[config.mk]
export PLATFORM = sky130hd
export DESIGN_NAME = mux_stream_n
export DESIGN_NICKNAME = d
export VERILOG_FILES = /design/src/rtl/mux_pkg.sv /design/src/rtl/rr_arbiter.sv /design/src/rtl/mux_stream_n.sv
export SDC_FILE = /design/constraint.sdc
export NUM_CORES = 1
export LEC_CHECK = 0
export ABC_AREA = 0
export BUFFER_PORTS_ARGS = -buffer_cell sky130_fd_sc_hd__buf_2
export CAP_MARGIN = 10
export CORE_MARGIN = 2
export CORE_UTILIZATION = 42
export DETAILED_ROUTE_END_ITERATION = 8
export PLACE_DENSITY = 0.78
export SETUP_SLACK_MARGIN = 0.15
export SLEW_MARGIN = 20
export SYNTH_ARGS = -nofsm -noshare
export SYNTH_HDL_FRONTEND = slang
export SYNTH_SLANG_ARGS = --single-unit
[constraint.sdc]
create_clock -name clk -period 1.7 [get_ports clk]
set_input_delay 0.17 -clock clk [delete_from_list [all_inputs] [get_ports clk]]
set_output_delay 0.17 -clock clk [all_outputs]
set_load 0.1 [all_outputs]
[src/rtl/mux_pkg.sv]
// Shared constants and helpers for the stream multiplexer.
// Selection modes and a ceiling-log2 usable in parameter defaults.
package mux_pkg;

    localparam int MODE_SEL = 0;
    localparam int MODE_RR  = 1;

    function automatic int clog2(input int n);
        int r;
        r = 0;
        for (int i = 0; i < 31; i++) begin
            if ((1 << i) < n) begin
                r = i + 1;
            end
        end
        return r;
    endfunction

endpackage

[src/rtl/rr_arbiter.sv]
// Round-robin arbiter: first asserted request at or above ptr, wrapping
// from NCH-1 back to 0. Purely combinational.
module rr_arbiter
    import mux_pkg::*;
#(
    parameter int NCH  = 4,
    parameter int SELW = clog2(NCH)
) (
    input  logic [NCH-1:0]  req,
    input  logic [SELW-1:0] ptr,
    output logic [NCH-1:0]  grant,
    output logic [SELW-1:0] grant_idx,
    output logic            any
);

    int c;

    always_comb begin
        grant     = '0;
        grant_idx = '0;
        any       = 1'b0;
        c         = 0;
        for (int k = 0; k < NCH; k++) begin
            c = (int'(ptr) + k) % NCH;
            if (!any && req[c]) begin
                any       = 1'b1;
                grant[c]  = 1'b1;
                grant_idx = SELW'(c);
            end
        end
    end

endmodule

[src/rtl/mux_stream_n.sv]
// N-channel valid/ready stream multiplexer with a one-deep registered output,
// channel chosen by external select (MODE_SEL) or round-robin (MODE_RR).
module mux_stream_n
    import mux_pkg::*;
#(
    parameter int WIDTH = 4,
    parameter int NCH   = 4,
    parameter int MODE  = MODE_SEL,
    parameter int SELW  = clog2(NCH)
) (
    input  logic                 clk,
    input  logic                 rst_n,
    input  logic [SELW-1:0]      sel,
    input  logic [NCH*WIDTH-1:0] in_data,
    input  logic [NCH-1:0]       in_valid,
    output logic [NCH-1:0]       in_ready,
    output logic [WIDTH-1:0]     y,
    output logic                 y_valid,
    input  logic                 y_ready,
    output logic [SELW-1:0]      y_ch
);

    logic [WIDTH-1:0] y_q, y_d;
    logic [SELW-1:0]  y_ch_q, y_ch_d;
    logic             y_valid_q, y_valid_d;
    logic [SELW-1:0]  ptr_q, ptr_d;

    logic [NCH-1:0]   grant;
    logic [SELW-1:0]  grant_idx;
    logic             any;
    logic             load_en;
    logic             load;
    logic [WIDTH-1:0] grant_data;

    generate
        if (MODE == MODE_RR) begin : g_rr
            rr_arbiter #(
                .NCH  (NCH),
                .SELW (SELW)
            ) u_arb (
                .req       (in_valid),
                .ptr       (ptr_q),
                .grant     (grant),
                .grant_idx (grant_idx),
                .any       (any)
            );
        end else begin : g_sel
            // Compare sel against each index so an out-of-range sel simply
            // matches nothing, and only the selected channel's valid matters.
            always_comb begin
                grant     = '0;
                grant_idx = '0;
                any       = 1'b0;
                for (int i = 0; i < NCH; i++) begin
                    if (sel == SELW'(i) && in_valid[i]) begin
                        grant[i]  = 1'b1;
                        grant_idx = SELW'(i);
                        any       = 1'b1;
                    end
                end
            end
        end
    endgenerate

    assign load_en  = !y_valid_q || y_ready;
    assign load     = load_en && any;
    // rst_n gates ready so no handshake can complete while reset is held.
    assign in_ready = grant & {NCH{load_en && rst_n}};

    always_comb begin
        grant_data = '0;
        for (int i = 0; i < NCH; i++) begin
            if (grant[i]) begin
                grant_data = in_data[i*WIDTH +: WIDTH];
            end
        end
    end

    always_comb begin
        y_d       = y_q;
        y_ch_d    = y_ch_q;
        y_valid_d = y_valid_q;
        ptr_d     = ptr_q;
        if (load) begin
            y_d       = grant_data;
            y_ch_d    = grant_idx;
            y_valid_d = 1'b1;
            if (MODE == MODE_RR) begin
                ptr_d = (int'(grant_idx) == NCH - 1) ? '0 : grant_idx + SELW'(1);
            end
        end else if (y_ready) begin
            y_valid_d = 1'b0;
        end
    end

    always_ff @(posedge clk or negedge rst_n) begin
        if (!rst_n) begin
            y_q       <= '0;
            y_ch_q    <= '0;
            y_valid_q <= 1'b0;
            ptr_q     <= '0;
        end else begin
            y_q       <= y_d;
            y_ch_q    <= y_ch_d;
            y_valid_q <= y_valid_d;
            ptr_q     <= ptr_d;
        end
    end

    assign y       = y_q;
    assign y_ch    = y_ch_q;
    assign y_valid = y_valid_q;

endmodule

==> results.cfg, run 1 <==
[drt]
viasPerCell = 5.541
dr.first_iter.drc_count = 18
totalWireLength_um = 1604
drt-wirelength-per-cell_um = 13.15
dr_total_vias = 676
drt_first_pass_iters = 4
drc_errors = 0
postRouteAntennaNets = 0

[critical_path]
arrival_ns = 1.39
crit_path_cell_trace = nand2b_4 > nand2_4 > nor4b_4 > buf_12
cp_max_fo = 4
required_ns = 1.53
crit_path_start_kind = flop
critPathBufInv = 1
path_class = flop to output pin
crit_slowest_cell = dfrtp_4
cp_top_family = flip-flops
end_kind = output pin
crit_path_max_incr_delay_ns = 0.48

[power_and_ir_drop]
powerDensity_nw_per_um2 = 850.7
ir_drop_mv = 0.6996
swShare_pct = 50.06
p_clk_share_pct = 18.0
p_int_mw = 0.4162
p_sw_mw = 0.4172
pwr-share-seq_pct = 25.9
combPwrFrac_pct = 56.2
p_leak_nw = 0.4690

[logic_synthesis]
synth-seq-cells = 7
yosys_warnings = 0
netlist_area_sq_um = 608.1
yosysUniqueCellTypes = 25
syn_nets = 91
netlist_instances = 66
avgSynthCellArea_sq_um = 9.213
synth.yosys.seq_area_share_pct = 28.81

[timing]
holdWs_ns = 0.3249
finalCriticalPeriod_ns = 1.564
max_freq_mhz = 639.2
worstMarginPinSlew_ns = 0.4868
finalClockSkew_ns = 0.004479
min_period_over_period_pct = 92.02
setup_violations = 0
setup-tns-final_ns = 0
finalHoldViolCount = 0
slew_violations = 0
rsz0062_at_grt = true
timing.final.ws_setup_ns = 0.1356
maxSlewHeadroom_pct = 67.77

[floorplanning]
initial_utilization_pct = 45.59
fp.dieW_um = 42.05
fp-row-count = 13
die_y_um = 42.05
core_sq_um = 1334
dieArea_sq_um = 1768
floorplan.io_pins = 36

[placement]
place_area_sq_um = 898.4
place_ws_ns = 0.1945
place_inst = 112
portBuffers = 35
place.gp.congestion = 0.7976
hpwl_um = 1200

[finish]
synthToLayoutAreaGrowth_pct = 61.11
stdcell_count = 122
fillers = 97
final_common_cell = buf_2
fin_area_sq_um = 979.7
drive_gt1_share_pct = 51.40
layout_common_cells = buf_2 (31), buf_4 (7), dfrtp_1 (6)
fin_nets = 133
diodes = 0

[grt]
antenna_found_initial = 0
grt_usage_pct = 18.72
grt_pass1_vias = 645
grt_overflow_total = 0
grt_max_degree = 20
grt_pass1_wl_um = 2601

[job]
maxCapViolations = 0

[clocking]
htree_levels = 1
clockBufferDepth = 2
tritoncts = done
clk_pin_slew_ns = 0.06
clkLatencyLatePin_ns = 0.25
cts_root_buf = clkbuf_4
cts_made_buffers = 3
clock-sinks = 7

[hold_path]
hold_path_class = input pin to flop

[outcome]
status = complete, no violations
==> metrics by stage <==
step | util [%] | power, mW
after global routing | 73.45 | 0.8713
after CTS | 72.33 | 0.8284
after global placement | 67.35 | 0.6586
after floorplan | - | 0.5740
final | 73.45 | 0.8334
after detailed placement | 67.35 | 0.6639
==> power groups by stage <==
stage / clock [mW] / combinational, mW / sequential (mW)
6_report: 0.150 / 0.468 / 0.215
5_1_grt: 0.166 / 0.488 / 0.218
4_1_cts: 0.152 / 0.462 / 0.215
3_5_place_dp: 0 / 0.448 / 0.216
3_3_place_gp: 0 / 0.444 / 0.215
2_1_floorplan: 0 / 0.136 / 0.437
==> worst paths after layout <==
| kind | from | slack, ns | end | cells after the start |
|---|---|---|---|---|
| setup / recovery | y_valid$_DFFE_PN0P_ | 0.14 | in_ready[0] | 4 |
| hold / removal | in_valid[3] | 0.32 | y_ch[0]$_DFFE_PN0P_ | 3 |
| setup reg to reg | y_valid$_DFFE_PN0P_ | 0.29 | y_ch[1]$_DFFE_PN0P_ | 5 |
| hold reg to reg | y_ch[1]$_DFFE_PN0P_ | 0.52 | y_ch[1]$_DFFE_PN0P_ | 1 |
| max in group asynchronous | rst_n | 1.01 | y_valid$_DFFE_PN0P_ | 2 |
| min in group asynchronous | rst_n | 0.41 | y[1]$_DFFE_PN0P_ | 2 |
==> synth_stat cells <==
master	instances	share of area (%)
and2_4	1	1.4
mux2_4	1	2.5
nor4b_1	1	1.4
nand4b_1	4	5.8
nor2_1	2	1.2
nand2_1	4	2.5
mux2i_1	1	1.6
nand3b_1	1	1.2
nor3_1	1	0.82
inv_1	1	0.62
nand4_1	4	4.1
a21boi_0	5	6.2
o21ai_0	4	3.3
nand2b_1	3	3.1
and3b_1	4	5.8
o22ai_1	1	1.0
or4bb_1	4	7.4
clkbuf_1	4	2.5
nor3b_1	4	4.9
mux4_2	1	3.7
a31o_1	4	5.8
dfrtp_1	7	29
buf_6	1	1.9
nand3_1	2	1.6
buf_2	1	0.82
==> logic make-up (layout without fill, tap and decap cells) <==
logic type,Yosys count,in the layout,share of synthesized area (%)
buffers and inverters,7,48,5.759
DFF,7,7,28.81
muxes,3,3,7.818
AOI/OAI and AO/OA,14,14,16.26
and+or+nand+nor,35,35,41.36
==> layout make-up <==
| type | instances | area [sq um] | share of cell area, % |
|---|---|---|---|
| Inverter | 1 | 3.754 | 0.3831 |
| Tap cell | 15 | 18.77 | 1.916 |
| Timing Repair Buffer | 43 | 297.8 | 30.40 |
| Sequential cell | 7 | 178.9 | 18.26 |
| Multi-Input combinational cell | 52 | 454.2 | 46.36 |
| Clock buffer | 4 | 26.28 | 2.682 |
==> metal layers <==
| metal | vias to the layer above | wire, um | global-route usage (%) |
|---|---|---|---|
| li1 | 340 | - | - |
| met1 | 308 | 718 | 23.31 |
| met2 | 28 | 796 | 34.38 |
| met3 | 0 | 89 | 3.879 |
| met4 | 0 | 0 | 1.875 |
| met5 | - | 0 | 0 |
==> worst register-to-register path, cell delays in order, from the launching register on <==
cell	delay, ns
dfrtp_4	0.48
nand2b_4	0.10
buf_4	0.11
buf_4	0.12
and2_4	0.18
mux2_4	0.30
==> flip-flops by register name, indices dropped and copies added, names as in the netlist <==
name / flops
y_ch: 2
y: 4
y_valid: 1
==> repair_timing <==
action                     CTS  global route
setup endpoints to repair    4             4
pin swaps                    1             1
hold endpoints to repair     7             0
hold buffers                 1             0
resized for setup            2             0
setup buffers                3             2
Note: power is estimated with default switching activity, not from simulation.
==> run 2: changes to the inputs <==
--- a/config.mk
+++ b/config.mk
@@ -11,7 +11,8 @@
 export CORE_MARGIN = 2
 export CORE_UTILIZATION = 42
 export DETAILED_ROUTE_END_ITERATION = 8
-export PLACE_DENSITY = 0.78
+export PLACE_DENSITY = 0.85
+export RECOVER_POWER = 100
 export SETUP_SLACK_MARGIN = 0.15
 export SLEW_MARGIN = 20
 export SYNTH_ARGS = -nofsm -noshare
==> run 2 against run 1 <==
Hold slack improved by 0.017 ns. Combinational power is 4.9% lower. Global-route usage up 1.2 points. Critical endpoint is now in_ready[2]. Sequential power hardly changed. Final cell count decreased by 3.3%. Setup slack worse by 0.0067 ns. Clock power down 3%. Sequential share of layout area up 1.4 points. Maximum frequency is 0.43% lower. Utilization shrank 5.3 points. Wire length rose by 8.0%. Die area unchanged. Largest cell class unchanged.
==> results.cfg, run 2 (same netlist as run 1, synthesis figures left out) <==
[timing]
finalCriticalPeriod_ns = 1.571
maxSlewHeadroom_pct = 63.97
finalClockSkew_ns = 0.001849
slew_violations = 0
worstMarginPinSlew_ns = 0.5428
setup-tns-final_ns = 0
min_period_over_period_pct = 92.42
finalHoldViolCount = 0
max_freq_mhz = 636.5
rsz0062_at_grt = true
holdWs_ns = 0.3422
setup_violations = 0

[drt]
drt_first_pass_iters = 4
postRouteAntennaNets = 0
dr.first_iter.drc_count = 15
dr_total_vias = 666
drt-wirelength-per-cell_um = 14.69
drc_errors = 0
totalWireLength_um = 1733
viasPerCell = 5.644

[finish]
synthToLayoutAreaGrowth_pct = 49.38
regArea_sq_um = 178.9
fin_nets = 129
diodes = 0
fin_area_sq_um = 908.4
fillers = 106
layout_common_cells = buf_2 (23), clkbuf_2 (7), dfrtp_1 (6)
stdcell_count = 118
largest_reg_flops = 4
multiInputGateArea_sq_um = 442.9
drive_gt1_share_pct = 45.63
final_common_cell = buf_2

[critical_path]
required_ns = 1.53
path_class = flop to output pin
crit_slowest_cell = dfrtp_4
crit_path_cell_trace = nand2b_4 > nand3_1 > nor2_4 > clkbuf_4
crit_path_start_kind = flop
end_kind = output pin
crit_path_max_incr_delay_ns = 0.48
cp_top_family = flip-flops
cp_max_fo = 3
arrival_ns = 1.40
critPathBufInv = 1

[floorplanning]
fp.dieW_um = 42.05
dieArea_sq_um = 1768
die_y_um = 42.05
core_sq_um = 1334
fp-row-count = 13
floorplan.io_pins = 36
initial_utilization_pct = 45.59

[grt]
grt_usage_pct = 19.93
grt_max_degree = 20
grt_overflow_total = 0
grt_pass1_vias = 623
grt_pass1_wl_um = 2711
antenna_found_initial = 0

[power_and_ir_drop]
p_total_mw = 0.8084
pwr-share-seq_pct = 26.9
p_clk_share_pct = 18.0
p_leak_nw = 0.4341
swShare_pct = 50.98
p_int_mw = 0.3963
combPwrFrac_pct = 55.1
p_sw_mw = 0.4121
ir_drop_mv = 0.4376
powerDensity_nw_per_um2 = 889.9

[placement]
place_inst = 113
hpwl_um = 1344
place_area_sq_um = 905.9
portBuffers = 35
place.gp.congestion = 0.8464

[clocking]
cts_root_buf = clkbuf_4
clockBufferDepth = 2
htree_levels = 1
cts_made_buffers = 3
clk_pin_slew_ns = 0.05
post-cts-setup-buffers = 0
clock-sinks = 7
tritoncts = done
clkLatencyLatePin_ns = 0.24

[job]
maxCapViolations = 0

[outcome]
status = complete, no violations

[hold_path]
hold_path_class = input pin to flop
[run 2: cell count changes in the layout (fill, tap and decap cells not counted), sizes merged]
| cell | change |
|---|---|
| buf | -15 |
| clkbuf | +11 |
[run 2: repair_timing]
action | in CTS | in global routing
hold buffers | 1 | 0
hold endpoints to repair | 7 | 0
endpoints found under the setup margin | 4 | 3
gates resized for setup | 1 | 0
[run 2: tightest hold or removal path: cells and delay by family]
kind,cells,cell delay [ns]
buf+inv,1,0.15
compound gates,1,0.12
mux,1,0.10
[run 2: per-layer routing]
layer | global-route usage [%] | share of wire, % | up-vias
met1 | 24.73 | 40 | 296
met5 | 0 | 0 | -
met4 | 3.750 | 0 | 0
li1 | - | - | 329
met2 | 35.63 | 52 | 41
met3 | 4.310 | 7.6 | 0
[run 2: per-stage QoR]
stage          setup WS (ns)  util, %
5_1_grt              0.08248    68.11
2_1_floorplan        -0.4604        -
4_1_cts               0.1571    71.20
3_5_place_dp          0.2241    67.92
3_3_place_gp          0.2598    67.92
6_report              0.1289    68.11
[run 2: layout make-up]
class                           count  share of cell area [%]
Clock buffer                        4                   2.893
Inverter                            1                  0.4132
Multi-Input combinational cell     52                   48.76
Sequential cell                     7                   19.70
Tap cell                           15                   2.066
Timing Repair Buffer               39                   26.17
[run 2: final timing paths]
path	startpoint	endpoint	slack [ns]	cells after the start
max in group asynchronous	rst_n	y_valid$_DFFE_PN0P_	0.95	2
worst min-delay path	in_valid[1]	y_ch[0]$_DFFE_PN0P_	0.34	3
worst max register to register	y_valid$_DFFE_PN0P_	y_ch[1]$_DFFE_PN0P_	0.18	4
worst min register to register	y_ch[1]$_DFFE_PN0P_	y_ch[1]$_DFFE_PN0P_	0.52	1
worst max-delay path	y_valid$_DFFE_PN0P_	in_ready[2]	0.13	4
min in group asynchronous	rst_n	y_valid$_DFFE_PN0P_	0.48	2
[run 2: power by group through the flow]
stage	registers [mW]	clock network, mW	logic, mW
global placement	0.216	0	0.446
floorplan	0.437	0	0.136
global route	0.220	0.158	0.464
finish	0.217	0.146	0.445
detailed placement	0.217	0	0.453
CTS	0.216	0.147	0.459
